===== src/rtl/pc_sequencer.sv =====
// rtl/pc_sequencer.sv - 16-bit program-counter sequencer with branch fix-up and vector fetch
module pc_sequencer (
    input  logic       clk,
    input  logic       nrst,
    input  logic       fetch,
    input  logic       jump_load,
    input  logic [7:0] jump_low,
    input  logic [7:0] jump_high,
    input  logic       branch_take,
    input  logic [7:0] branch_offset,
    input  logic       vector_req,
    input  logic [1:0] vector_sel,
    input  logic [7:0] mem_data,
    output logic [7:0] pc_low,
    output logic [7:0] pc_high,
    output logic       vec_active,
    output logic [7:0] vec_addr_low,
    output logic [7:0] vec_addr_high,
    output logic       busy,
    output logic       vector_done
);

    typedef enum logic [1:0] {
        S_IDLE       = 2'd0,
        S_BRANCH_FIX = 2'd1,
        S_VEC_LO     = 2'd2,
        S_VEC_HI     = 2'd3
    } state_t;

    state_t      state_q, state_d;
    logic [15:0] pc_q, pc_d;
    logic [7:0]  base_q, base_d;
    logic        dir_up_q, dir_up_d;
    logic        vector_done_q, vector_done_d;
    logic [8:0]  branch_sum;

    // State register; reset drops straight into the reset-vector fetch
    always_ff @(posedge clk) begin
        if (!nrst) begin
            state_q       <= S_VEC_LO;
            pc_q          <= 16'h0000;
            base_q        <= 8'hFC;
            dir_up_q      <= 1'b0;
            vector_done_q <= 1'b0;
        end else begin
            state_q       <= state_d;
            pc_q          <= pc_d;
            base_q        <= base_d;
            dir_up_q      <= dir_up_d;
            vector_done_q <= vector_done_d;
        end
    end

    // Next-state and PC update; one action per idle cycle, lower-priority requests dropped
    always_comb begin
        state_d       = state_q;
        pc_d          = pc_q;
        base_d        = base_q;
        dir_up_d      = dir_up_q;
        vector_done_d = 1'b0;
        branch_sum    = {1'b0, pc_q[7:0]} + {1'b0, branch_offset};

        case (state_q)
            S_IDLE: begin
                if (vector_req) begin
                    case (vector_sel)
                        2'd0:    base_d = 8'hFA;
                        2'd1:    base_d = 8'hFC;
                        default: base_d = 8'hFE;
                    endcase
                    state_d = S_VEC_LO;
                end else if (jump_load) begin
                    pc_d = {jump_high, jump_low};
                end else if (branch_take) begin
                    // Low byte lands now; a carry/borrow out of the page defers the
                    // high-byte correction by one cycle, like the 6502 dummy read.
                    pc_d[7:0] = branch_sum[7:0];
                    if (!branch_offset[7] && branch_sum[8]) begin
                        dir_up_d = 1'b1;
                        state_d  = S_BRANCH_FIX;
                    end else if (branch_offset[7] && !branch_sum[8]) begin
                        dir_up_d = 1'b0;
                        state_d  = S_BRANCH_FIX;
                    end
                end else if (fetch) begin
                    pc_d = pc_q + 16'd1;
                end
            end
            S_BRANCH_FIX: begin
                pc_d[15:8] = dir_up_q ? (pc_q[15:8] + 8'd1) : (pc_q[15:8] - 8'd1);
                state_d    = S_IDLE;
            end
            S_VEC_LO: begin
                pc_d[7:0] = mem_data;
                state_d   = S_VEC_HI;
            end
            default: begin
                pc_d[15:8]    = mem_data;
                state_d       = S_IDLE;
                vector_done_d = 1'b1;
            end
        endcase
    end

    // Outputs decoded from registered state only
    always_comb begin
        pc_low        = pc_q[7:0];
        pc_high       = pc_q[15:8];
        vec_addr_high = 8'hFF;
        busy          = (state_q != S_IDLE);
        vec_active    = (state_q == S_VEC_LO) || (state_q == S_VEC_HI);
        vector_done   = vector_done_q;
        case (state_q)
            S_VEC_LO: vec_addr_low = base_q;
            S_VEC_HI: vec_addr_low = base_q + 8'd1;
            default:  vec_addr_low = 8'h00;
        endcase
    end

endmodule


===== config.mk =====
export PLATFORM = sky130hd
export DESIGN_NAME = pc_sequencer
export DESIGN_NICKNAME = d
export VERILOG_FILES = /design/src/rtl/pc_sequencer.sv
export SDC_FILE = /design/constraint.sdc
export NUM_CORES = 1
export LEC_CHECK = 0
export BUFFER_PORTS_ARGS = -buffer_cell sky130_fd_sc_hd__buf_2
export CORE_MARGIN = 3
export CORE_UTILIZATION = 56
export CTS_BUF_LIST = sky130_fd_sc_hd__clkbuf_16
export DETAILED_ROUTE_END_ITERATION = 10
export PLACE_DENSITY = 0.95
export SETUP_SLACK_MARGIN = 0.05
export SLEW_MARGIN = 20
export SYNTH_ARGS = -nofsm -noshare
export SYNTH_HDL_FRONTEND = slang
export SYNTH_SLANG_ARGS = --single-unit

===== constraint.sdc =====
create_clock -name clk -period 7.63 [get_ports clk]
set_input_delay 1.526 -clock clk [delete_from_list [all_inputs] [get_ports clk]]
set_output_delay 1.526 -clock clk [all_outputs]
set_load 0.01 [all_outputs]

* Word-level counts from Yosys, hierarchy flattened *
Index checks and enable logic that the tools add are counted.

operators by class
  muxes and demuxes = 19
  bitwise logic cells = 3
  equal/unequal tests = 11
  reduce and logical (&&, ||, !) cells = 16
  add/sub/neg operators = 5

operator list
  kind                                               number
  two-way mux 16 bit                                 3
  case mux 8 bit (2 select lines)                    2
  two-way mux 8 bit                                  3
  case mux 8 bit (3 select lines)                    1
  adder 16 x 1 -> 16 bit (second input constant)     1
  adder 8 x 1 -> 8 bit (second input constant)       2
  != test 3 bit (second input constant)              4
  two-way mux 2 bit                                  5
  adder 8 x 8 -> 9 bit                               1
  != test 4 bit (second input constant)              2
  subtractor 8 x 1 -> 8 bit (second input constant)  1
  case mux 3 bit (2 select lines)                    1
  AND reduction 3 bit                                2
  nonzero test 2 bit                                 3
  AND reduction 5 bit                                1
  == test 2 x 1 -> 1 bit (second input constant)     2
  == test 2 bit (second input constant)              2
  logical NOT 2 bit                                  2
  case mux 2 bit (2 select lines)                    1
  AND reduction 4 bit                                1
  two-way mux 1 bit                                  3
  inverter 1 bit                                     3
  OR reduction 3 bit                                 1
  logical AND 1 bit                                  2
  other kinds (4)                                    5

storage, ports and cells
  register bits = 28
  logic and storage cells = 60
  output and inout port bits = 35

* Longest topological paths before layout *
  depth after elaboration = 9
  depth in mapped cells = 13
  mapped depth without buffers = 13

* Least setup slack after synthesis *
OpenSTA, ideal clock, no wires.

  kind = input port to flip-flop
  start point = input branch_offset[0]
  end point = register dir_up_q
  setup time = 0.116 ns
  cell stages on the path = 12
  required time = 7.514 ns
  arrival time = 3.644 ns
  slack = 3.869 ns
  path through = ha_1 > inv_1 > fa_1 > nand2b_1 > a21oi_1 > a31o_2 > a21o_1 > a21oi_1 > ha_1 > nor4_1 > mux2i_1 > nor2b_1

between the ends
  longest elaborated chain between the ends = 5
  elaborated cells on any way between the ends = 7
  those cells by class = add/sub: 1; mux: 1; reduce/logical: 5

ends and longest elaborated chain
  element                        RTL line  RTL
  from (decl)                    10        input logic [7:0] branch_offset,
  adder 8 x 8 -> 9 bit (*)       61        branch_sum = {1'b0, pc_q[7:0]} + {1'b0, branch_offset};
  logical NOT 1 bit              81        end else if (branch_offset[7] && !branch_sum[8]) begin
  logical AND 1 bit              81
  nonzero test 2 bit (no line)   n/a
  AND reduction 5 bit (no line)  n/a
  to (signal assigned)           49        dir_up_q <= dir_up_d;
  to (decl)                      33        logic dir_up_q, dir_up_d;

Mark *: on every way between the ends. The rest lies on a longest branch, timed or not.
A chain may end at the register's enable or synchronous reset.

* Worst setup path in the final report *
Ends and elaborated chain as after synthesis.

==> out/results.md <==
* **status** finished clean
* **met3 track demand over resource in global routing** 5.68%
* **count of mapped cells out of synthesis** 321
* **global-route wire length before repair** 10700 µm
* **antenna violations before repair** 0
* **shortest period the worst path allows** 3.83 ns
* **destination of the worst register-to-register timing path** dir_up_q$_SDFFE_PN0P_
* **LEAKAGE** 1.20 nW
* **Remaining DRCs** 0
* **Die Footprint** 5070 µm²
* **setup slack on the worst flop-to-flop path** 4.65 ns
* **std cell rows** 23
* **1st-iter DRT viols** 187
* **final wirelength** 6470 µm
* **Synth cell types** 58
* **P&R area growth vs syn** 13.5%
* **Relative slew margins** 31.4%
* **commonest non-fill, non-tap cell in the layout** buf_2
* **Slowest cell on crit path** fa_1
* **class of the worst hold path** flip-flop to flip-flop
* **sort of element at the end of the critical path** flip-flop
* **top cell type by total area after synthesis** dfxtp_1
* **post-cts resize count** 0
* **Final Cycle Share** 50.2%
* **setup violation total in the final timing report** 0
* **type of origin of the critical path** input port
* **All-Layer GR Usage** 25.6%
* **per-cell via count in the routed design** 6.21
* **kind of critical path** input port to flip-flop
* **Peak Freq** 261 MHz
* **worst hold start** base_q[2]$_SDFFE_PN1P_
* **instance count along the most critical hold path** 2
* **area of the core** 4060 µm²
* **clock tree skew after final layout** 0.00570 ns
* **power density normalized to cell area** 174 nW/µm²
* **Crit path max-delay family** adder cells
* **Core Util, Final** 66.6%
* **post-synth top area share** 18.5%
* **DIE HEIGHT** 71.2 µm
* **source-to-sink clock delay at the later pin of the worst-skew pair** 0.26 ns
* **final number of hold-violating endpoints** 0
* **actual slew at the worst max-slew pin** 1.03 ns
* **met1 capacity usage during global routing** 32.2%
* **maximum number of pins on one net before global-route repair** 33
* **final total negative setup slack** 0 ns
* **number of setup buffers added after CTS** 0
* **H-tree lvl count** 1
* **Final GP Congestion** 0.826
* **clock transition at the registers of the reported paths** 0.06 ns
* **number of global-route vias before repair** 2357
* **Area contributors post-synth** dfxtp_1, ha_1, o21ai_0
* **switch share** 39.2%
* **number of sinks driven by the clock tree** 22
* **number of buffers added on ports** 66
* **proportion of synthesized chip area in sequential cells** 18.5%
* **number of placed instances with taps included** 412
* **netlist area before placement** 2380 µm²
* **average detailed-routed wire length per instance** 15.5 µm
* **most frequent cells in the layout** buf_2, o21ai_0, nand2_1, dfxtp_1, nor2_1
* **main flop type after synthesis** dfxtp_1
* **CP Buf/Inv Count** 2
* **Layout Cells excl Fill** 416
* **share of layout cells above drive strength 1** 21.0%
* **arrival time of the worst setup path** 3.98 ns
* **reg-to-reg startpoint** pc_q[0]$_SDFFE_PN0P_
* **number of buffers created by CTS** 3
* **TritonCTS clock tree** yes
* **antenna violation net count after detailed routing** 0
* **DP HPWL** 4780 µm
* **logic gate share of total power** 42.1%
* **Final Worst Setup Slack** 3.80 ns
* **library cell used as clock root buffer** clkbuf_16
* **data required time at the worst endpoint** 7.78 ns
* **max capacitance violation total** 0
* **vias after detailed routing** 2584
* **cell internal pwr** 0.286 mW
* **width of the die** 71.2 µm
* **Hold Path Sink** base_q[2]$_SDFFE_PN1P_
* **depth of the worst register-to-register path** 12
* **warnings from Yosys** 0
* **share of async-settable or async-resettable flops after synthesis** 0%
* **post-synthesis average cell area** 7.42 µm²
* **M2 GR Usage** 44.7%
* **count of inserted antenna diode cells** 0
* **number of max-slew violations in the final report** 0
* **final-stage net count** 426
* **number of flops mapped to enable cells by yosys** 0
* **maximum count of clock buffers along a single path** 2
* **number of detailed-routing iterations run before antenna repair** 5
* **number of hold buffers added after CTS** 0
* **RSZ-0062 raised after global routing** no
* **CP startpoint** branch_offset[0]
* **CP max FO** 3
* **total overflow reported by the global router** 0
* **worst vdd ir** 0.000120 V
* **sequential share of power** 33.2%
* **part of the total power dissipated in the clock network** 24.8%
* **peak per-stage delay on the critical path** 0.39 ns
* **starting utilization of the core area** 58.7%
* **setup slack after placement** 3.54 ns
* **total I/O pin count** 75
* **total net switching power** 0.184 mW
* **most used routing layer** met2
* **synthesized flop and latch total** 22
* **series of cell instances along the critical path** buf_2 > ha_1 > inv_1 > fa_1 > nand2b_1 > a21oi_1 > a31o_2 > a21o_1 > a21oi_1 > ha_1 > nor4_1 > mux2i_1 > nor2b_1
sequential cells by signal (all words and copies together), names as in the netlist:
register,cells
vector_done,1
base_q,2
state_q,2
pc_q,16
dir_up_q,1
power groups by stage:
| stage | Sequential, mW | Combinational [mW] | Clock, mW |
|---|---|---|---|
| after floorplan | 0.153 | 0.149 | 0 |
| after global placement | 0.157 | 0.187 | 0 |
| after detailed placement | 0.158 | 0.194 | 0 |
| after CTS | 0.155 | 0.196 | 0.117 |
| after global routing | 0.159 | 0.222 | 0.119 |
| final | 0.156 | 0.198 | 0.116 |
through the flow:
step,hold WS [ns],cell area [µm²],power [mW]
3_3_place_gp,0.509,2620,0.344
6_report,0.534,2700,0.470
4_1_cts,0.534,2700,0.468
5_1_grt,0.581,2700,0.501
3_5_place_dp,0.516,2620,0.352
2_1_floorplan,0.487,2410,0.302
synthesized netlist by cell type, types with 3 or more instances:
master,instances
o21ai_0,27
dfxtp_1,22
nand2_1,22
nor2_1,21
inv_1,20
ha_1,17
clkbuf_1,16
a21oi_1,15
buf_4,15
nand3_1,14
a31oi_1,13
nor3_1,9
a21o_1,8
nand2b_1,8
xnor2_1,7
xor2_1,7
nor4_1,6
o211ai_1,6
a22oi_1,5
mux2i_1,5
nor2b_1,5
a32o_1,3
and2_1,3
nand4_1,3
o2111ai_1,3
o22ai_1,3
worst max-delay path by stage:
stage	endpoint	slack [ns]	depth (start not counted)
2_1_floorplan	dir_up_q$_SDFFE_PN0P_	3.87	12
3_3_place_gp	dir_up_q$_SDFFE_PN0P_	3.66	13
3_5_place_dp	dir_up_q$_SDFFE_PN0P_	3.54	13
4_1_cts	dir_up_q$_SDFFE_PN0P_	3.79	13
5_1_grt	dir_up_q$_SDFFE_PN0P_	3.62	13
6_report	dir_up_q$_SDFFE_PN0P_	3.80	13
worst reg2reg max path, cell delays in order, from the launching register on:
cell and delay (ns):
dfxtp_1 0.44, ha_1 0.25, inv_1 0.07, fa_1 0.39, nand2b_1 0.17, a21oi_1 0.23
a31o_2 0.21, a21o_1 0.13, a21oi_1 0.07, ha_1 0.28, nor4_1 0.35, mux2i_1 0.24
nor2b_1 0.06
per-layer routing:
metal | share of wire, % | up-vias | wire length (µm)
li1 | - | 1250 | -
met5 | 0 | - | 0
met2 | 48 | 132 | 3110
met4 | 1.1 | 0 | 71
met3 | 10 | 11 | 658
met1 | 41 | 1191 | 2620
kinds of logic after synthesis:
family | Yosys count | share of synthesized area (%)
buffers and inverters | 52 | 10.6
adder cells (fa/ha/maj) | 19 | 10.6
AND/OR/NAND/NOR | 105 | 23.4
AO/OA/AOI/OAI | 103 | 29.5
multiplexers | 5 | 2.10
XOR/XNOR | 14 | 5.15
flip-flops | 22 | 18.5
other | 1 | 0.157
final cells by class:
cell class / instances / area [µm²]
inverters: 20 / 75.1
flip-flops and latches: 22 / 440
clock inverters: 1 / 3.75
well taps: 50 / 62.6
repair buffers: 66 / 330
fillers: 351 / 1360
clock buffers: 3 / 75.1
multi-input cells: 254 / 1720
(Power assumes the default switching activity.)
